## src/rtl/countdown_pkg.sv

```systemverilog
// Shared encodings, digit limits and BCD helpers for the countdown_multi timer family.
// Optional feature macro used by the design: COUNTDOWN_AUTO_RELOAD_EN.
package countdown_pkg;

    localparam int TIME_W   = 24;
    localparam int N_DIGITS = 6;

    typedef enum logic [2:0] {
        ST_IDLE  = 3'd0,
        ST_EDIT  = 3'd1,
        ST_RUN   = 3'd2,
        ST_PAUSE = 3'd3,
        ST_DONE  = 3'd4
    } state_t;

    localparam logic [2:0] CUR_H1 = 3'd0;
    localparam logic [2:0] CUR_H0 = 3'd1;
    localparam logic [2:0] CUR_M1 = 3'd2;
    localparam logic [2:0] CUR_M0 = 3'd3;
    localparam logic [2:0] CUR_S1 = 3'd4;
    localparam logic [2:0] CUR_S0 = 3'd5;

    localparam logic [3:0] LIM_H1 = 4'd9;
    localparam logic [3:0] LIM_H0 = 4'd9;
    localparam logic [3:0] LIM_M1 = 4'd5;
    localparam logic [3:0] LIM_M0 = 4'd9;
    localparam logic [3:0] LIM_S1 = 4'd5;
    localparam logic [3:0] LIM_S0 = 4'd9;

    localparam logic [TIME_W-1:0] ONE_SEC = 24'h000001;

    function automatic logic [3:0] digit_limit(input logic [2:0] cur);
        case (cur)
            CUR_H1:  return LIM_H1;
            CUR_H0:  return LIM_H0;
            CUR_M1:  return LIM_M1;
            CUR_M0:  return LIM_M0;
            CUR_S1:  return LIM_S1;
            default: return LIM_S0;
        endcase
    endfunction

    // Ripple a one-second borrow from S0 upward; a digit at 0 wraps to its limit and keeps borrowing.
    function automatic logic [TIME_W-1:0] bcd_dec(input logic [TIME_W-1:0] t);
        logic [TIME_W-1:0] r;
        logic              borrow;
        logic [3:0]        d;
        r      = t;
        borrow = 1'b1;
        for (int k = N_DIGITS - 1; k >= 0; k--) begin
            d = t[(N_DIGITS-1-k)*4 +: 4];
            if (borrow) begin
                if (d == 4'd0) begin
                    r[(N_DIGITS-1-k)*4 +: 4] = digit_limit(3'(k));
                end else begin
                    r[(N_DIGITS-1-k)*4 +: 4] = d - 4'd1;
                    borrow = 1'b0;
                end
            end
        end
        return r;
    endfunction

endpackage

```

## src/rtl/countdown_channel.sv

```systemverilog
// One HH:MM:SS BCD countdown: FSM, digit editor, decrement and preset register.
// COUNTDOWN_AUTO_RELOAD_EN makes expiry reload the preset and keep running instead of entering DONE.
module countdown_channel
    import countdown_pkg::*;
(
    input  logic              clk,
    input  logic              rst,
    input  logic              i_sel,
    input  logic              i_tick,
    input  logic              i_up,
    input  logic              i_down,
    input  logic              i_start,
    input  logic              i_modify,
    input  logic              i_clear_alarm,
    input  logic [2:0]        i_cursor,
    output logic [TIME_W-1:0] o_time,
    output logic [2:0]        o_state,
    output logic              o_running,
    output logic              o_finish,
    output logic              o_alarm
);

    state_t            r_state;
    state_t            w_state_next;
    logic [TIME_W-1:0] r_time;
    logic [TIME_W-1:0] w_time_next;
    logic [TIME_W-1:0] r_preset;
    logic [TIME_W-1:0] w_preset_next;
    logic              r_running;
    logic              r_finish;
    logic              r_alarm;
    logic              w_finish_next;
    logic              w_alarm_next;
    logic              w_ack;
    logic [3:0]        w_lim;
    logic [3:0]        w_digit;
    logic [3:0]        w_digit_new;
    logic [TIME_W-1:0] w_time_edit;

    // Digit editor: step only the digit under the cursor, wrapping inside its own range.
    always_comb begin
        w_digit = 4'd0;
        for (int k = 0; k < N_DIGITS; k++) begin
            if (i_cursor == 3'(k)) w_digit = r_time[(N_DIGITS-1-k)*4 +: 4];
        end
        w_lim       = digit_limit(i_cursor);
        w_digit_new = w_digit;
        if (i_up && !i_down) begin
            w_digit_new = (w_digit >= w_lim) ? 4'd0 : w_digit + 4'd1;
        end else if (i_down && !i_up) begin
            w_digit_new = (w_digit == 4'd0) ? w_lim : w_digit - 4'd1;
        end
        w_time_edit = r_time;
        for (int k = 0; k < N_DIGITS; k++) begin
            if (i_cursor == 3'(k)) w_time_edit[(N_DIGITS-1-k)*4 +: 4] = w_digit_new;
        end
    end

    always_comb begin
        w_state_next  = r_state;
        w_time_next   = r_time;
        w_preset_next = r_preset;
        w_finish_next = 1'b0;
        w_ack         = 1'b0;
        case (r_state)
            ST_IDLE, ST_PAUSE: begin
                if (i_sel && i_start && (r_time != '0)) begin
                    w_state_next = ST_RUN;
                    if (r_state == ST_IDLE) w_preset_next = r_time;
                end else if (i_sel && i_modify) begin
                    w_state_next = ST_EDIT;
                end
            end
            ST_EDIT: begin
                if (!i_modify) begin
                    w_state_next = ST_IDLE;
                end else if (i_sel) begin
                    w_time_next = w_time_edit;
                end
            end
            ST_RUN: begin
                // A pause request takes priority over a tick landing in the same cycle.
                if (i_sel && i_start) begin
                    w_state_next = ST_PAUSE;
                end else if (i_tick) begin
                    if (r_time == ONE_SEC) begin
                        w_finish_next = 1'b1;
`ifdef COUNTDOWN_AUTO_RELOAD_EN
                        w_time_next   = r_preset;
`else
                        w_time_next   = '0;
                        w_state_next  = ST_DONE;
`endif
                    end else begin
                        w_time_next = bcd_dec(r_time);
                    end
                end
            end
            ST_DONE: begin
                if (i_sel && i_start) begin
                    w_time_next  = r_preset;
                    w_state_next = ST_IDLE;
                    w_ack        = 1'b1;
                end
            end
            default: w_state_next = ST_IDLE;
        endcase
        // Expiry in the same cycle as a clear still leaves the alarm set.
        w_alarm_next = w_finish_next | (r_alarm & ~(i_sel & i_clear_alarm) & ~w_ack);
    end

    always_ff @(posedge clk) begin
        if (rst) begin
            r_state   <= ST_IDLE;
            r_time    <= '0;
            r_preset  <= '0;
            r_running <= 1'b0;
            r_finish  <= 1'b0;
            r_alarm   <= 1'b0;
        end else begin
            r_state   <= w_state_next;
            r_time    <= w_time_next;
            r_preset  <= w_preset_next;
            r_running <= (w_state_next == ST_RUN);
            r_finish  <= w_finish_next;
            r_alarm   <= w_alarm_next;
        end
    end

    assign o_time    = r_time;
    assign o_state   = r_state;
    assign o_running = r_running;
    assign o_finish  = r_finish;
    assign o_alarm   = r_alarm;

endmodule

```

## src/rtl/countdown_multi.sv

```systemverilog
// N_CH independent BCD countdowns sharing one tick divider, with a shared cursor and output mux.
// Optional: COUNTDOWN_AUTO_RELOAD_EN turns every channel into a periodic timer.
module countdown_multi
    import countdown_pkg::*;
#(
    parameter int N_CH     = 4,
    parameter int TICK_DIV = 100000000,
    parameter int CH_W     = (N_CH > 1) ? $clog2(N_CH) : 1
) (
    input  logic              clk,
    input  logic              rst,
    input  logic [CH_W-1:0]   ch_sel,
    input  logic              up,
    input  logic              down,
    input  logic              left,
    input  logic              right,
    input  logic              start,
    input  logic              modify,
    input  logic              clear_alarm,
    output logic [TIME_W-1:0] time_out,
    output logic [2:0]        cursor,
    output logic [2:0]        state,
    output logic [N_CH-1:0]   running,
    output logic [N_CH-1:0]   finish,
    output logic [N_CH-1:0]   alarm
);

    localparam int DIV_W = (TICK_DIV > 1) ? $clog2(TICK_DIV) : 1;

    logic [DIV_W-1:0]  r_div;
    logic              w_tick;
    logic [2:0]        r_cursor;
    logic [CH_W-1:0]   r_ch_sel;
    logic [N_CH-1:0]   w_sel;
    logic [TIME_W-1:0] w_time  [N_CH];
    logic [2:0]        w_state [N_CH];

    // Free-running divider; start never re-phases it.
    assign w_tick = (r_div == DIV_W'(TICK_DIV - 1));

    always_ff @(posedge clk) begin
        if (rst) begin
            r_div <= '0;
        end else if (w_tick) begin
            r_div <= '0;
        end else begin
            r_div <= r_div + 1'b1;
        end
    end

    always_ff @(posedge clk) begin
        if (rst) begin
            r_cursor <= CUR_H1;
            r_ch_sel <= '0;
        end else begin
            r_ch_sel <= ch_sel;
            if (ch_sel != r_ch_sel) begin
                r_cursor <= CUR_H1;
            end else if (left && !right) begin
                r_cursor <= (r_cursor == CUR_H1) ? CUR_S0 : r_cursor - 3'd1;
            end else if (right && !left) begin
                r_cursor <= (r_cursor == CUR_S0) ? CUR_H1 : r_cursor + 3'd1;
            end
        end
    end

    generate
        for (genvar gi = 0; gi < N_CH; gi++) begin : g_ch
            assign w_sel[gi] = (ch_sel == CH_W'(gi));

            countdown_channel u_channel (
                .clk           (clk),
                .rst           (rst),
                .i_sel         (w_sel[gi]),
                .i_tick        (w_tick),
                .i_up          (up),
                .i_down        (down),
                .i_start       (start),
                .i_modify      (modify),
                .i_clear_alarm (clear_alarm),
                .i_cursor      (r_cursor),
                .o_time        (w_time[gi]),
                .o_state       (w_state[gi]),
                .o_running     (running[gi]),
                .o_finish      (finish[gi]),
                .o_alarm       (alarm[gi])
            );
        end
    endgenerate

    // An out-of-range select shows a blank channel.
    always_comb begin
        time_out = '0;
        state    = '0;
        for (int i = 0; i < N_CH; i++) begin
            if (w_sel[i]) begin
                time_out = w_time[i];
                state    = w_state[i];
            end
        end
    end

    assign cursor = r_cursor;

endmodule

```

## config.mk

```make
export PLATFORM = sky130hd
export DESIGN_NAME = countdown_multi
export DESIGN_NICKNAME = d
export VERILOG_FILES = /design/src/rtl/countdown_pkg.sv /design/src/rtl/countdown_channel.sv /design/src/rtl/countdown_multi.sv
export SDC_FILE = /design/constraint.sdc
export NUM_CORES = 1
export LEC_CHECK = 0
export BUFFER_PORTS_ARGS = -buffer_cell sky130_fd_sc_hd__buf_4
export CORE_ASPECT_RATIO = 1.75
export CORE_MARGIN = 5
export CORE_UTILIZATION = 55
export CTS_CLUSTER_DIAMETER = 100
export DETAILED_ROUTE_END_ITERATION = 7
export MAX_ROUTING_LAYER = met4
export PLACE_DENSITY = 0.75
export SLEW_MARGIN = 25
export SYNTH_ARGS = -nofsm -noshare
export SYNTH_HDL_FRONTEND = slang
export SYNTH_SLANG_ARGS = --single-unit
```

## constraint.sdc

```tcl
create_clock -name clk -period 3.6 [get_ports clk]
set_input_delay 0.36 -clock clk [delete_from_list [all_inputs] [get_ports clk]]
set_output_delay 0.36 -clock clk [all_outputs]
set_load 0.02 [all_outputs]
```

==> out/metrics.yaml, run 1 <==
cts:
  htree_levels: 1
  clk_latency_ns: 0.55
  ctsLongestPathBuffers: 3
  cts_hold_buffers: 0
  cts_tree: "done"
  clkTransAtPathRegs_ns: 0.07
  clock-sinks: 248
  clock-root-buffer: "clkbuf_16"
  cts_buffers: 25
cells_and_area:
  final_cell_mix: "dfxtp_1, nor2_1, buf_4"
  layout_commonest_cell: "dfxtp_1"
  layout.nets: 1977
  syn_to_final_growth_pct: 13.3
  fin_cells: 2304
  multi_input_area_sq_mm: 0.00959
  nFillCells: 2418
  drive_gt1_share_pct: 16.2
  ff_latch_area_sq_mm: 0.00497
setup_path:
  r2r_end: "g_ch[0].u_channel.o_time[20]"
  critPathSlowestCell: "or3_2"
  crit_family: "compound AO/OA/AOI/OAI gates"
  ff2ff_setup_slack_ns: 0.18
  worstPathArrival_ns: 3.86
  critPathCapture: "g_ch[0].u_channel.o_time[20]"
  crit_required_ns: 4.05
  rr_startpoint: "cursor[0]"
  critPathCaptureType: "flop"
  crit_cells: 14
  slowest_delay_ns: 0.50
  r2r.worst_path.cells: 14
  critPathBufInv: 3
  crit_path_start: "cursor[0]"
  path_cells: "inv_1 > nor2_1 > ha_2 > or3_2 > o21ai_1 > o22ai_2 > inv_1 > ha_1 > a21o_1 > a211oi_1 > buf_4 > a211o_1 > nand4_1 > a311oi_1"
  crit_path_start_kind: "flop"
  cp_max_fo: 11
  critPathKind: "flop to flop"
  cp_common_cell: "inv_1"
run_status:
  status: "finished, final reports clean"
synthesis:
  yosysSeqAreaShare_pct: 32.1
  synth_top_cell_by_area: "dfxtp_1"
  synth.distinct_cells: 95
  synth_edf_count: 0
  syn_area_sq_mm: 0.0155
  ys_ff_latch: 248
  synth_area_leaders: "dfxtp_1, mux2i_1, nor2_1, a21oi_1, ha_1"
  syn_area_per_cell_sq_um: 8.36
  synthCells: 1851
  synth_fp_nets: 1917
  yosys_warnings: 0
  postSynth.asyncResetShare_pct: 0
  yosysTopAreaCellShare_pct: 32.1
  ys.flop_type: "dfxtp_1"
hold_path:
  hold_depth: 2
  hp-class: "primary input to flop"
grt:
  grt-ovfl-total: 0
  grt_max_degree: 148
  antenna_found_initial: 2
  grt_pass1_vias: 15000
  grt_pass1_wl_mm: 86.4
  grtUsageTotal_pct: 36.1
timing:
  fin_tns_setup_ns: 0
  hold_viol: 0
  fin_ws_ns: 0.185
  rsz0062_at_grt: "false"
  fin_skew_ns: 0.0135
  final_max_slew_viol_count: 0
  max_freq_mhz: 293
  setup_viol: 0
  worst_slew_pin_slew_ns: 1.05
  relSlewSlack_pct: 30.0
  min_period_over_period_pct: 94.9
  min_period_ns: 3.42
  holdWs_ns: 0.212
detailed_routing:
  dr.pass1.iters: 6
  vias: 15300
  drc: 0
  viasPerCell: 6.65
  wl_per_cell_um: 24.5
  postRouteAntennaNets: 0
  drt_iter0_markers: 1597
  routed_wl_mm: 56.5
die:
  floorplan.die_area_sq_mm: 0.0317
  die_h_um: 232
  start_util_pct: 55.5
  core_sq_mm: 0.0279
  rows: 81
  io_pins: 53
  dieWidth_um: 137
power_and_ir_drop:
  ir_drop_uv: 337
  p_per_area_mw_per_mm2: 368
  p_leak_nw: 6.99
placement:
  io_buffers: 52
  place_ws_ns: 0.115
  gp_congestion: 1.08
  dpl.cell_count: 2257
  hpwlAfterDp_mm: 41.8
flow_run:
  cap_violations: 0
## through the flow
| step | util, % | total power [W] | cell area [sq um] |
|---|---|---|---|
| 6_report | 62.9 | 0.00645 | 17500 |
| 3_3_place_gp | 59.6 | 0.00355 | 16600 |
| 2_1_floorplan | - | 0.00332 | 15500 |
| 3_5_place_dp | 59.6 | 0.00356 | 16600 |
| 4_1_cts | 62.8 | 0.00645 | 17500 |
| 5_1_grt | 62.9 | 0.00663 | 17500 |
## worst reg2reg max path, delay by kind of cell (launching register included)
family	cells	cell delay [ns]
compound gates	6	1.18
fa+ha+maj	2	0.51
buf+inv	3	0.41
flops	1	0.32
simple gates	3	0.88
## worst min-delay path by stage
stage / start / end / slack (ns)
finish: ch_sel[0] / r_ch_sel[0] / 0.21
global route: ch_sel[0] / r_ch_sel[0] / 0.20
CTS: ch_sel[0] / r_ch_sel[0] / 0.19
detailed placement: g_ch[2].u_channel.r_preset[0] / g_ch[2].u_channel.r_preset[0] / 0.45
global placement: g_ch[2].u_channel.r_preset[16] / g_ch[2].u_channel.r_preset[16] / 0.44
floorplan: r_div[0] / r_div[0] / 0.43
## cells in the mapped netlist (all sizes together) (5+ instances only)
master / number
a211oi: 32
a21o: 7
a21oi: 145
a221oi: 26
a22o: 5
a22oi: 30
a2bb2oi: 5
a311oi: 25
a31oi: 64
a32oi: 7
a41oi: 12
and2: 15
and3: 16
buf: 49
clkbuf: 82
dfxtp: 248
ha: 55
inv: 88
mux2: 5
mux2i: 108
mux4: 27
nand2: 155
nand2b: 18
nand3: 36
nand3b: 13
nand4: 8
nor2: 199
nor2b: 12
nor3: 46
nor3b: 21
nor4: 7
o211ai: 7
o21ai: 110
o21bai: 6
o22ai: 14
o31ai: 24
or3: 7
or3b: 12
xnor2: 19
xor2: 31
## per-layer routing
metal,vias up,share of wire [%],GRT usage (%)
li1,6914,-,-
met1,7203,35,39.6
met2,906,47,57.8
met3,301,7.7,4.73
met4,0,11,29.3
met5,-,0,-
## where the power goes
part | total, W | leakage [nW] | switching (W) | internal [W]
registers | 0.00280 | 2.00 | 0.0000366 | 0.00277
logic | 0.000722 | 4.55 | 0.000474 | 0.000248
clock network | 0.00293 | 0.443 | 0.00117 | 0.00176
total | 0.00645 | 6.99 | 0.00168 | 0.00477
## cell families after synthesis
kind of cell,count (synthesis),synth area share (%)
buf+inv,220,6.36
mux,140,11.3
fa+ha+maj,57,4.59
flops,248,32.1
simple gates,581,18.3
compound gates,555,24.5
xor+xnor,50,2.83
## timing repair
action,4_1_cts,5_1_grt
gates resized for setup,0,5
setup buffers,0,0
endpoints found under the hold margin,0,0
endpoints found under the setup margin,0,23
## flip-flops by register name (all words and copies together), names as in the netlist
register / cells
g_ch.u_channel.o_time: 96
g_ch.u_channel.o_running: 4
g_ch.u_channel.o_finish: 4
g_ch.u_channel.o_state: 12
g_ch.u_channel.o_alarm: 4
cursor: 3
r_div: 27
r_ch_sel: 2
g_ch.u_channel.r_preset: 96
## cell type report
class	instances	share of cell area, %
Tap cell	373	2.66
Clock buffer	35	4.13
Multi-Input combinational cell	1383	54.7
Antenna cell	2	0.0286
Sequential cell	248	28.3
Clock inverter	10	1.04
Timing Repair Buffer	164	7.21
Inverter	89	1.91
Power figures use the tool's default switching activity.
==> run 2: changes to the inputs <==
Settings changed: REMOVE_ABC_BUFFERS set to 1.
==> run 2 against run 1 <==
Net effect:
- clock power fell by 6%
- count of clock-buffer cells in the layout rose by 2
- sequential share of layout area barely moved
- die area did not move
- hold slack got worse by 0.15 ns
- setup slack got worse by 0.024 ns
- first-iteration DRC count rose by 2.9%
==> out/metrics.yaml, run 2 (synthesis gave the netlist of run 1 again) <==
grt:
  grt-ovfl-total: 0  # unchanged
  antenna_found_initial: 4  # was 2
  grt_pass1_wl_mm: 88.3  # was 86.4 mm
  grtUsageTotal_pct: 37.3  # was 36.1%
  grt_max_degree: 83  # was 148
  grt_pass1_vias: 15100  # was 15000
cells_and_area:
  layout_commonest_cell: "dfxtp_1"  # unchanged
  nFillCells: 2439  # was 2418
  utilization_pct: 62.8  # was 62.9%
  ff_latch_area_sq_mm: 0.00497  # about the same
  layout.nets: 1985  # was 1977
  drive_gt1_share_pct: 16.6  # was 16.2%
  final_cell_mix: "dfxtp_1, nor2_1, buf_4"  # unchanged
  multi_input_area_sq_mm: 0.00955  # was 0.00959 sq mm
  syn_to_final_growth_pct: 13.2  # was 13.3%
detailed_routing:
  dr.pass1.iters: 6  # unchanged
  vias: 15500  # was 15300
  wl_per_cell_um: 25.2  # was 24.5 um
  routed_wl_mm: 58.3  # was 56.5 mm
  viasPerCell: 6.70  # was 6.65
  drt_iter0_markers: 1644  # was 1597
  drc: 0  # unchanged
  postRouteAntennaNets: 0  # unchanged
setup_path:
  critPathSlowestCell: "or4_1"  # was or3_2
  crit_required_ns: 4.06  # was 4.05 ns
  critPathKind: "flop to flop"  # unchanged
  slowest_delay_ns: 0.51  # was 0.50 ns
  worstPathArrival_ns: 3.90  # was 3.86 ns
  crit_path_start_kind: "flop"  # unchanged
  cp_max_fo: 9  # was 11
  path_cells: "inv_1 > nor2_1 > ha_1 > buf_4 > nor3_1 > a22oi_1 > a22oi_2 > inv_1 > ha_1 > buf_4 > or4_1 > a22o_1 > o22a_4 > a31oi_1"  # was inv_1 > nor2_1 > ha_2 > or3_2 > o21ai_1 > o22ai_2 > inv_1 > ha_1 > a21o_1 > a211oi_1 > buf_4 > a211o_1 > nand4_1 > a311oi_1
  ff2ff_setup_slack_ns: 0.16  # was 0.18 ns
  critPathCaptureType: "flop"  # unchanged
timing:
  final_max_slew_viol_count: 0  # unchanged
  setup_viol: 0  # unchanged
  min_period_over_period_pct: 95.5  # was 94.9%
  fin_skew_ns: 0.0146  # was 0.0135 ns
  hold_viol: 0  # unchanged
  fin_tns_setup_ns: 0  # unchanged
  relSlewSlack_pct: 33.4  # was 30.0%
  holdWs_ns: 0.0620  # was 0.212 ns
  max_freq_mhz: 291  # was 293 MHz
  worst_slew_pin_slew_ns: 0.999  # was 1.05 ns
  min_period_ns: 3.44  # was 3.42 ns
die:
  floorplan.die_area_sq_mm: 0.0317  # unchanged
  io_pins: 53  # unchanged
  start_util_pct: 55.5  # unchanged
  dieWidth_um: 137  # unchanged
  rows: 81  # unchanged
  die_h_um: 232  # unchanged
  core_sq_mm: 0.0279  # unchanged
power_and_ir_drop:
  p_leak_nw: 7.00  # was 6.99 nW
  ir_drop_uv: 309  # was 337 uV
  p_per_area_mw_per_mm2: 359  # was 368 mW/mm^2
placement:
  io_buffers: 52  # unchanged
  hpwlAfterDp_mm: 42.4  # was 41.8 mm
  gp_congestion: 1.10  # was 1.08
cts:
  cts_hold_buffers: 0  # unchanged
  clk_latency_ns: 0.56  # was 0.55 ns
  clkTransAtPathRegs_ns: 0.07  # about the same
  cts_resized: 0  # unchanged
  cts_buffers: 26  # was 25
  htree_levels: 1  # unchanged
  clock-root-buffer: "clkbuf_16"  # unchanged
  cts_setup_buffers: 0  # unchanged
  ctsLongestPathBuffers: 3  # unchanged
  cts_tree: "done"  # unchanged
  clock-sinks: 248  # unchanged
hold_path:
  hp-class: "primary input to flop"  # unchanged
flow_run:
  cap_violations: 0  # unchanged
run_status:
  status: "finished, final reports clean"  # unchanged
run 2: through the flow:
stage / setup slack (ns) / std cells / instance area, sq um / power, W
detailed placement: 0.0935 / 2264 / 16600 / 0.00356
global placement: 0.169 / 2264 / 16600 / 0.00355
global route: -0.0536 / 2316 / 17500 / 0.00644
floorplan: -1.24 / 1720 / 14800 / 0.00325
finish: 0.161 / 2317 / 17500 / 0.00628
CTS: 0.0484 / 2312 / 17500 / 0.00626
run 2: final timing paths:
kind / from / to / cells past startpoint
worst max-delay path: cursor[0] / g_ch[0].u_channel.o_time[3] / 14
worst min-delay path: rst / g_ch[2].u_channel.o_time[10] / 2
worst max register to register: cursor[0] / g_ch[0].u_channel.o_time[3] / 14
worst min register to register: g_ch[2].u_channel.r_preset[16] / g_ch[2].u_channel.r_preset[16] / 2
run 2: where the power goes:
group | switching (W) | internal (W) | total (W)
Clock | 0.00120 | 0.00155 | 0.00276
Combinational | 0.000469 | 0.000250 | 0.000719
Sequential | 0.0000394 | 0.00277 | 0.00280
run 2: metal layers:
metal / up-vias / track usage (%) / part of all wire [%]
met5: - / - / 0
met4: 0 / 29.8 / 10
met3: 333 / 7.13 / 8.3
met2: 859 / 59.7 / 47
met1: 7402 / 39.9 / 34
li1: 6922 / - / -
run 2: critical path: cells and delay by family (launching register included):
| kind | cells | cell delay, ns |
|---|---|---|
| and+or+nand+nor | 3 | 0.92 |
| AOI/OAI and AO/OA | 5 | 1.16 |
| DFF | 1 | 0.32 |
| buffers and inverters | 4 | 0.52 |
| adders and majority gates | 2 | 0.43 |
run 2: area by class of cell:
| class | count | share of cell area, % |
|---|---|---|
| repair buffers | 171 | 7.52 |
| clock buffers | 37 | 4.36 |
| inverters | 89 | 1.91 |
| flip-flops and latches | 248 | 28.4 |
| well taps | 373 | 2.67 |
| clock inverters | 11 | 0.543 |
| multi-input cells | 1383 | 54.6 |
| diodes | 5 | 0.0715 |
==> run 3: changes to the inputs <==
Settings changed: PLACE_DENSITY 0.75 to 0.87.
==> run 3 against run 2 <==
Net effect:
- combinational power down 2%
- clock skew about the same
- setup slack gained 0.066 ns
- fmax up 2.0%
- sequential share of layout area is 0.32 points higher
- count of clock-buffer cells in the layout increased by 1
- non-clock buffer count down 17
- utilization fell by 0.72 points
- clock power fell by 6%
==> out/metrics.yaml, run 3 (synthesis gave the netlist of run 1 again) <==
detailed_routing:
  postRouteAntennaNets: 0  # unchanged
  dr.pass1.iters: 7  # was 6
  drt_iter0_markers: 1874  # was 1644
  drc: 0  # unchanged
  vias: 15500  # about the same
  viasPerCell: 6.79  # was 6.70
  routed_wl_mm: 55.1  # was 58.3 mm
  wl_per_cell_um: 24.0  # was 25.2 um
timing:
  holdWs_ns: 0.292  # was 0.0620 ns
  relSlewSlack_pct: 28.4  # was 33.4%
  hold_viol: 0  # unchanged
  final_max_slew_viol_count: 0  # unchanged
  min_period_ns: 3.37  # was 3.44 ns
  setup_viol: 0  # unchanged
  max_freq_mhz: 297  # was 291 MHz
  worst_slew_pin_slew_ns: 1.07  # was 0.999 ns
  fin_tns_setup_ns: 0  # unchanged
  min_period_over_period_pct: 93.7  # was 95.5%
  fin_skew_ns: 0.0142  # was 0.0146 ns
cts:
  clk_latency_ns: 0.54  # was 0.56 ns
  htree_levels: 1  # unchanged
  cts_tree: "done"  # unchanged
  ctsLongestPathBuffers: 3  # unchanged
  clkTransAtPathRegs_ns: 0.06  # was 0.07 ns
  clock-root-buffer: "clkbuf_16"  # unchanged
  cts_buffers: 24  # was 26
  cts_setup_buffers: 0  # unchanged
  cts_hold_buffers: 0  # unchanged
  cts_resized: 0  # unchanged
  clock-sinks: 248  # unchanged
power_and_ir_drop:
  p_leak_nw: 6.87  # was 7.00 nW
  pwr-share-seq_pct: 45.9  # was 44.7%
  pwr-share-comb_pct: 11.6  # was 11.4%
  p_per_area_mw_per_mm2: 353  # was 359 mW/mm^2
  intPower_w: 0.00449  # was 0.00457 W
  swShare_pct: 26.5  # was 27.3%
  p_switching_w: 0.00162  # was 0.00171 W
  ir_drop_uv: 438  # was 309 uV
  pwr-share-clk_pct: 42.5  # was 43.9%
hold_path:
  hp-class: "primary input to flop"  # unchanged
setup_path:
  cp_max_fo: 12  # was 9
  crit_path_start_kind: "flop"  # unchanged
  crit_required_ns: 4.05  # was 4.06 ns
  critPathCaptureType: "flop"  # unchanged
  ff2ff_setup_slack_ns: 0.23  # was 0.16 ns
  critPathKind: "flop to flop"  # unchanged
  worstPathArrival_ns: 3.82  # was 3.90 ns
grt:
  grt_pass1_wl_mm: 84.5  # was 88.3 mm
  antenna_found_initial: 1  # was 4
  grt_pass1_vias: 15400  # was 15100
  grtUsageTotal_pct: 35.1  # was 37.3%
  grt-ovfl-total: 0  # unchanged
  grt_max_degree: 52  # was 83
cells_and_area:
  final_cell_mix: "dfxtp_1, nor2_1, nand2_1"  # was dfxtp_1, nor2_1, buf_4
  nFillCells: 2310  # was 2439
  syn_to_final_growth_pct: 11.9  # was 13.2%
  multi_input_area_sq_mm: 0.00957  # was 0.00955 sq mm
  drive_gt1_share_pct: 15.3  # was 16.6%
  ff_latch_area_sq_mm: 0.00497  # about the same
  fin_area_sq_mm: 0.0173  # was 0.0175 sq mm
  layout_commonest_cell: "dfxtp_1"  # unchanged
  layout.nets: 1966  # was 1985
  fin_cells: 2291  # was 2317
die:
  dieWidth_um: 137  # unchanged
  start_util_pct: 55.5  # unchanged
  rows: 81  # unchanged
  floorplan.die_area_sq_mm: 0.0317  # unchanged
  core_sq_mm: 0.0279  # unchanged
  die_h_um: 232  # unchanged
  io_pins: 53  # unchanged
placement:
  hpwlAfterDp_mm: 39.9  # was 42.4 mm
  io_buffers: 52  # unchanged
  dpl.cell_count: 2247  # was 2264
  dpl-instance-area_sq_mm: 0.0165  # was 0.0166 sq mm
  gp_congestion: 1.10  # about the same
run_status:
  status: "finished, final reports clean"  # unchanged
flow_run:
  cap_violations: 0  # unchanged
-- run 3: cell count changes in the layout (fill, tap and decap cells not counted), sizes merged --
| cell | delta |
|---|---|
| clkbuf | +1 |
| clkinv | -3 |
| clkinvlp | -2 |
| diode | -3 |
| inv | -2 |
| buf | -17 |
-- run 3: power by group through the flow --
stage / Clock [W] / Sequential, W / Combinational, W
global route: 0.00271 / 0.00281 / 0.000746
finish: 0.00260 / 0.00281 / 0.000707
CTS: 0.00260 / 0.00281 / 0.000680
detailed placement: 0 / 0.00287 / 0.000676
global placement: 0 / 0.00287 / 0.000666
floorplan: 0 / 0.00286 / 0.000385
-- run 3: final timing paths --
kind | from | end | cells past startpoint
setup / recovery | cursor[0] | g_ch[0].u_channel.o_time[16] | 14
hold / removal | rst | g_ch[1].u_channel.r_preset[3] | 2
setup reg to reg | cursor[0] | g_ch[0].u_channel.o_time[16] | 14
hold reg to reg | g_ch[2].u_channel.r_preset[7] | g_ch[2].u_channel.r_preset[7] | 2
-- run 3: layout make-up --
type                    count  share of cell area [%]
repair buffers            154                    6.77
clock inverters             4                   0.275
multi-input cells        1383                    55.3
inverters                  89                    1.93
well taps                 373                    2.70
diodes                      2                  0.0289
flip-flops and latches    248                    28.7
clock buffers              38                    4.30
-- run 3: metrics by stage --
| stage | utilization (%) | setup WS [ns] | total power [W] |
|---|---|---|---|
| floorplan | - | -1.24 | 0.00325 |
| global placement | 59.1 | 0.0946 | 0.00353 |
| detailed placement | 59.1 | 0.0215 | 0.00354 |
| CTS | 61.9 | 0.0229 | 0.00608 |
| global route | 62.1 | -0.00746 | 0.00626 |
| finish | 62.1 | 0.227 | 0.00611 |
-- run 3: worst max-delay path: stages, from the launching register on --
cell,delay [ns]
dfxtp_2,0.34
inv_1,0.11
nor2_2,0.07
ha_4,0.20
or3_2,0.48
o21ai_1,0.18
o22ai_2,0.14
inv_1,0.16
ha_1,0.25
a21o_1,0.15
a211oi_1,0.21
buf_4,0.18
a211o_1,0.09
nand4_1,0.35
a311oi_1,0.37
-- run 3: layer usage --
| layer | track usage (%) | wire length, um | vias up |
|---|---|---|---|
| met1 | 36.1 | 18400 | 7331 |
| met4 | 32.3 | 6330 | 0 |
| li1 | - | - | 6892 |
| met3 | 6.92 | 5110 | 354 |
| met5 | - | 0 | - |
| met2 | 55.2 | 25200 | 972 |
